--- config.mk ---
export PLATFORM = sky130hd
export DESIGN_NAME = hh_gate_euler
export DESIGN_NICKNAME = d
export VERILOG_FILES = /design/src/rtl/hh_gate_euler.sv
export SDC_FILE = /design/constraint.sdc
export NUM_CORES = 2
export LEC_CHECK = 0
export CAP_MARGIN = 0
export CORE_MARGIN = 4
export CORE_UTILIZATION = 55
export DETAILED_ROUTE_END_ITERATION = 12
export PLACE_DENSITY_LB_ADDON = 0.05
export SLEW_MARGIN = 40
export SYNTH_ARGS = -nofsm -noshare
export SYNTH_HDL_FRONTEND = slang
export SYNTH_SLANG_ARGS = --single-unit
--- constraint.sdc ---
create_clock -name clk -period 20.7 [get_ports clk]
set_input_delay 4.14 -clock clk [delete_from_list [all_inputs] [get_ports clk]]
set_output_delay 4.14 -clock clk [all_outputs]
set_load 0.02 [all_outputs]
--- src/rtl/hh_gate_euler.sv ---
// rtl/hh_gate_euler.sv - forward-Euler update of one HH gating variable using one shared multiplier
module hh_gate_euler #(
    parameter int W      = 22,
    parameter int FRAC   = 12,
    parameter int DT     = 41,
    parameter int G_INIT = 1297
) (
    input  logic         clk,
    input  logic         rst,
    input  logic         in_valid,
    output logic         in_ready,
    input  logic [W-1:0] alpha,
    input  logic [W-1:0] beta,
    input  logic         init_load,
    input  logic [W-1:0] init_val,
    output logic [W-1:0] g_out,
    output logic         out_valid,
    output logic         busy
);

    typedef enum logic [2:0] {IDLE, MUL1, MUL2, MUL3, UPD} state_t;

    localparam logic signed [W-1:0] ONE   = W'(1 << FRAC);
    localparam logic signed [W-1:0] DT_C  = W'(DT);
    localparam logic signed [W-1:0] G_RST = W'(G_INIT);
    localparam logic signed [W-1:0] S_MAX = {1'b0, {(W-1){1'b1}}};
    localparam logic signed [W-1:0] S_MIN = {1'b1, {(W-1){1'b0}}};

    state_t state_q, state_d;
    logic signed [W-1:0] a_q, a_d, b_q, b_d, g_q, g_d;
    logic signed [W-1:0] t1_q, t1_d, t2_q, t2_d, t3_q, t3_d;
    logic                ov_q, ov_d;

    logic signed [W-1:0]   op_a, op_b, mul_res, diff_sat;
    logic signed [2*W-1:0] prod;
    logic signed [W:0]     diff, sum;

    // Gate values live in [0, 1.0]; anything outside is pinned to the nearest bound.
    function automatic logic signed [W-1:0] clamp_g(input logic signed [W:0] x);
        if (x[W])
            return '0;
        else if (x > $signed({1'b0, ONE}))
            return ONE;
        else
            return x[W-1:0];
    endfunction

    always_comb begin
        op_a = '0;
        op_b = '0;
        case (state_q)
            MUL1: begin op_a = a_q;  op_b = ONE - g_q; end
            MUL2: begin op_a = b_q;  op_b = g_q;       end
            MUL3: begin op_a = DT_C; op_b = diff_sat;  end
            default: ;
        endcase
    end

    assign prod    = op_a * op_b;
    assign mul_res = prod[W+FRAC-1:FRAC];

    assign diff     = {t1_q[W-1], t1_q} - {t2_q[W-1], t2_q};
    assign diff_sat = (diff[W] != diff[W-1]) ? (diff[W] ? S_MIN : S_MAX) : diff[W-1:0];
    assign sum      = {g_q[W-1], g_q} + {t3_q[W-1], t3_q};

    always_comb begin
        state_d = state_q;
        a_d     = a_q;
        b_d     = b_q;
        g_d     = g_q;
        t1_d    = t1_q;
        t2_d    = t2_q;
        t3_d    = t3_q;
        ov_d    = 1'b0;
        case (state_q)
            IDLE: begin
                if (init_load) begin
                    g_d = clamp_g({init_val[W-1], init_val});
                end else if (in_valid) begin
                    a_d     = alpha;
                    b_d     = beta;
                    state_d = MUL1;
                end
            end
            MUL1: begin t1_d = mul_res; state_d = MUL2; end
            MUL2: begin t2_d = mul_res; state_d = MUL3; end
            MUL3: begin t3_d = mul_res; state_d = UPD;  end
            UPD: begin
                g_d     = clamp_g(sum);
                ov_d    = 1'b1;
                state_d = IDLE;
            end
            default: state_d = IDLE;
        endcase
    end

    always_ff @(posedge clk) begin
        if (!rst) begin
            state_q <= IDLE;
            a_q     <= '0;
            b_q     <= '0;
            g_q     <= G_RST;
            t1_q    <= '0;
            t2_q    <= '0;
            t3_q    <= '0;
            ov_q    <= 1'b0;
        end else begin
            state_q <= state_d;
            a_q     <= a_d;
            b_q     <= b_d;
            g_q     <= g_d;
            t1_q    <= t1_d;
            t2_q    <= t2_d;
            t3_q    <= t3_d;
            ov_q    <= ov_d;
        end
    end

    assign in_ready  = (state_q == IDLE) && !init_load;
    assign busy      = (state_q != IDLE);
    assign g_out     = g_q;
    assign out_valid = ov_q;

endmodule
==> metrics.md <==
| Metric | Value |
|---|---|
| Synth cell types | 85 |
| Core ar. | 40800 um2 |
| Max-cap violations | 0 |
| Number of flops mapped to enable cells by yosys | 0 |
| Total global routing overflow | 0 |
| CP Launch Type | flop |
| Total GRT Usage | approximately a third |
| Std-Cell Rows | 74 |
| Max-slew headroom | between 40 and 50% |
| CP arrival | around 13000 ps |
| Iteration-0 DRC Markers | roughly 1500 |
| Least-Margin Pin Slew | between 800 and 900 ps |
| Avg WL per Cell | roughly 21 um |
| Final Max Tran Viols | 0 |
| Status | finished, final reports clean |
| Clock root cell | clkbuf_16 |
| Hold Buf Count CTS | 0 |
| Crit end category | flop |
| Clk buf depth | 2 |
| TritonCTS Buffers | 17 |
| # H-tree levels | 4 |
| RR Endpoint | t3_q[21]$_SDFFE_PN0P_ |
| Fin. Hold Viols | 0 |
| Syn Nets | roughly 3400 |
| Final setup fails | 0 |
| Post-Syn Area | between 20000 and 25000 um2 |
| First-pass GRT wire length | between 100 and 150 mm |
| Pwr Density | between 30 and 40 nW/um2 |
| Cells resized by post-CTS repair | 0 |
| Post-synthesis area per instance | roughly 8.3 um2 |
| Vias in the first global route | about 20000 |
| DP HPWL | roughly 54 mm |
| CTS tree | done |
| Ys async rst share | 0% |
| Dpl ws | just over 8000 ps |
| Postcts setup bufs | 0 |
| Via count | between 15000 and 20000 |
| Fmax achieved | 0.0785 GHz |
| Hold Path Origin | a_q[3]$_SDFFE_PN0P_ |
| Buf/Inv on CP | 10 |
| Setup repair after global routing missed its margin | no |
| Initial Util | between 50% and 60% |
| Yosys synthesis warning count | 0 |
| DR pass1 iterations | 8 |
| Tmin final | roughly 13000 ps |
| Largest delay contributor family on the critical path | compound AO/OA/AOI/OAI gates |
| Pin count of the biggest net entering global routing | 73 |
| Share of post-route cells with drive strength above 1 | 4.55% |
| Clk slew on worst S/H paths | roughly 80 ps |
| Initial antenna violation count | 1 |
| Vias/cell | approximately 5.8 |
| Nets | 3378 |
| Die area | 44700 um2 |
| Number of routed nets with antenna violations | 0 |
| Worst hold path class | flop to flop |
| Clock latency on the worst-skew pair | approximately 500 ps |
| FILL cells | 3654 |
| Critical Path Max Stage Delay | between 600 and 700 ps |
| Die Span Y | 211 um |
| CP Data Required Time | 21150 ps |
| Synth Flop Type | dfxtp_1 |
| Cell mode on critical path | inv_1 |
| Synth Register Bits | about 140 |
| CP max-delay cell | o21ai_1 |
| Register area share after synthesis | about an eighth |
| Worst-path fanout max | 18 |
| Leakage Power | roughly 12 nW |
| Post-route setup TNS | 0 ps |
| WL final | 69.2 mm |
| Post-route clock period utilization | between 60% and 70% |
| RD Place Congestion | 0.904 |
| Hold path cells | 2 |
| IO buf count | between 90 and 100 |
| Setup CP Type | flop to flop |
| Synth-to-layout area growth | 8.95% |
| Sink Count | ~140 |
| Max IR drop VDD | between 50 and 60 uV |
| R2R setup slack | between 7000 and 8000 ps |
| Die Wd | roughly 210 um |
| Worst reg2reg path startpoint | t2_q[2]$_SDFFE_PN0P_ |
| Hold endpoint | a_q[3]$_SDFFE_PN0P_ |
| Reg2Reg Depth | 46 |
| DRC violations left | 0 |
| Cells after Synth | between 2000 and 3000 |
| Finished Layout Cells | between 3000 and 4000 |
| Clk_skew | ~26 ps |
| I/O Pins | 95 |
| Dpl cells | 3271 |
| Final worst setup slack | between 7000 and 8000 ps |
synth_stat cells (all sizes together) (7+ instances only):
cell    count  share of area [%]
nor2b      17               0.47
a22o       18               0.70
a21o       31                1.0
clkbuf    117                1.9
mux2i       8               0.35
a31oi      10               0.34
fa        392                 35
nand3b      8               0.26
dfxtp     136                 12
inv       501                8.3
or2        15               0.41
and3       21               0.58
nand3      27               0.59
o21a       18               0.59
o21ai      96                2.1
a211oi      7               0.23
a21boi     81                2.7
buf        13               0.47
nand2     461                7.6
nand2b     42                1.2
a21oi      69                1.5
ha        157                8.6
nor4        9               0.28
a22oi      24               0.79
or3         8               0.23
xnor2      45                1.7
nor2      204                3.4
nor3       18               0.40
xor2       15               0.58
and2       54                1.5
nand4      12               0.33
worst max-delay path by stage:
stage,from,endpoint,slack [ps],cells after the start
2_1_floorplan,t2_q[2]$_SDFFE_PN0P_,t3_q[21]$_SDFFE_PN0P_,9880,48
3_3_place_gp,t2_q[2]$_SDFFE_PN0P_,t2_q[21]$_SDFFE_PN0P_,8360,42
3_5_place_dp,t2_q[2]$_SDFFE_PN0P_,t1_q[21]$_SDFFE_PN0P_,8080,42
4_1_cts,t2_q[2]$_SDFFE_PN0P_,t1_q[21]$_SDFFE_PN0P_,8070,44
5_1_grt,t2_q[2]$_SDFFE_PN0P_,t3_q[21]$_SDFFE_PN0P_,7010,46
6_report,t2_q[2]$_SDFFE_PN0P_,t3_q[21]$_SDFFE_PN0P_,7960,46
metrics by stage:
stage / total power (W) / hold WS [ps] / utilization, % / area (um2)
2_1_floorplan: 0.000523 / 440 / - / 22700
3_3_place_gp: 0.000644 / 453 / 59.0 / 24100
3_5_place_dp: 0.000649 / 461 / 59.2 / 24200
4_1_cts: 0.000983 / 471 / 60.6 / 24800
5_1_grt: 0.00103 / 486 / 60.7 / 24800
6_report: 0.000980 / 465 / 60.7 / 24800
logic make-up (layout without fill, tap and decap cells):
kind of cell / after synthesis / in the layout / synth area share [%]
XOR/XNOR: 65 / 65 / 2.83
AND/OR/NAND/NOR: 922 / 922 / 18.2
flip-flops: 136 / 136 / 12.0
other: 0 / 1 / 0
AO/OA/AOI/OAI: 425 / 425 / 12.8
buffers and inverters: 631 / 667 / 10.7
multiplexers: 8 / 8 / 0.352
adder cells (fa/ha/maj): 549 / 549 / 43.2
where the power goes:
part           internal [W]  switching [W]  total, W
Sequential         0.000272      0.0000151  0.000287
Combinational      0.000127       0.000237  0.000364
Clock              0.000184       0.000145  0.000329
metal layers:
metal / part of all wire [%] / track usage [%] / wire length (um) / vias to the layer above
met2: 48 / 52.8 / 33100 / 703
li1: - / - / - / 8600
met1: 42 / 42.7 / 28700 / 9537
met5: 0 / 0 / 0 / -
met3: 6.7 / 6.00 / 4650 / 165
met4: 3.9 / 11.5 / 2720 / 0
flip-flops by register name, indices dropped and copies added (netlist names):
name and count:
a_q 22, b_q 22, g_out 22, t1_q 22, t2_q 22, t3_q 22, state_q 3, out_valid 1
cell usage in the layout (no fill, tap or decap), types with 13 or more instances in the layout:
master	count
a21boi_0	79
a21o_1	31
a21oi_1	65
a22o_1	13
a22oi_1	23
and2_1	54
and3_1	21
buf_4	35
clkbuf_16	17
clkdlybuf4s50_1	93
dfxtp_1	135
fa_1	392
ha_1	157
inv_1	501
nand2_1	460
nand2b_1	41
nand3_1	27
nor2_1	203
nor2b_1	17
nor3_1	18
o21a_1	18
o21ai_0	90
or2_2	15
xnor2_1	45
xor2_1	15
tightest hold or removal path, stage by stage (launching register included):
cell and delay (ps):
dfxtp_1 310, nand2_1 40, a21boi_0 60
cell type report:
class / instances / area [um2] / area share, %
Multi-Input combinational cell: 1969 / 17700 / 71.4
Sequential cell: 136 / 2720 / 11.0
Inverter: 501 / 1880 / 7.59
Timing Repair Buffer: 134 / 1220 / 4.94
Tap cell: 532 / 666 / 2.69
Clock buffer: 19 / 443 / 1.79
Clock inverter: 13 / 158 / 0.636
Antenna cell: 1 / 2.50 / 0.0101
Power figures use the tool's default switching activity.
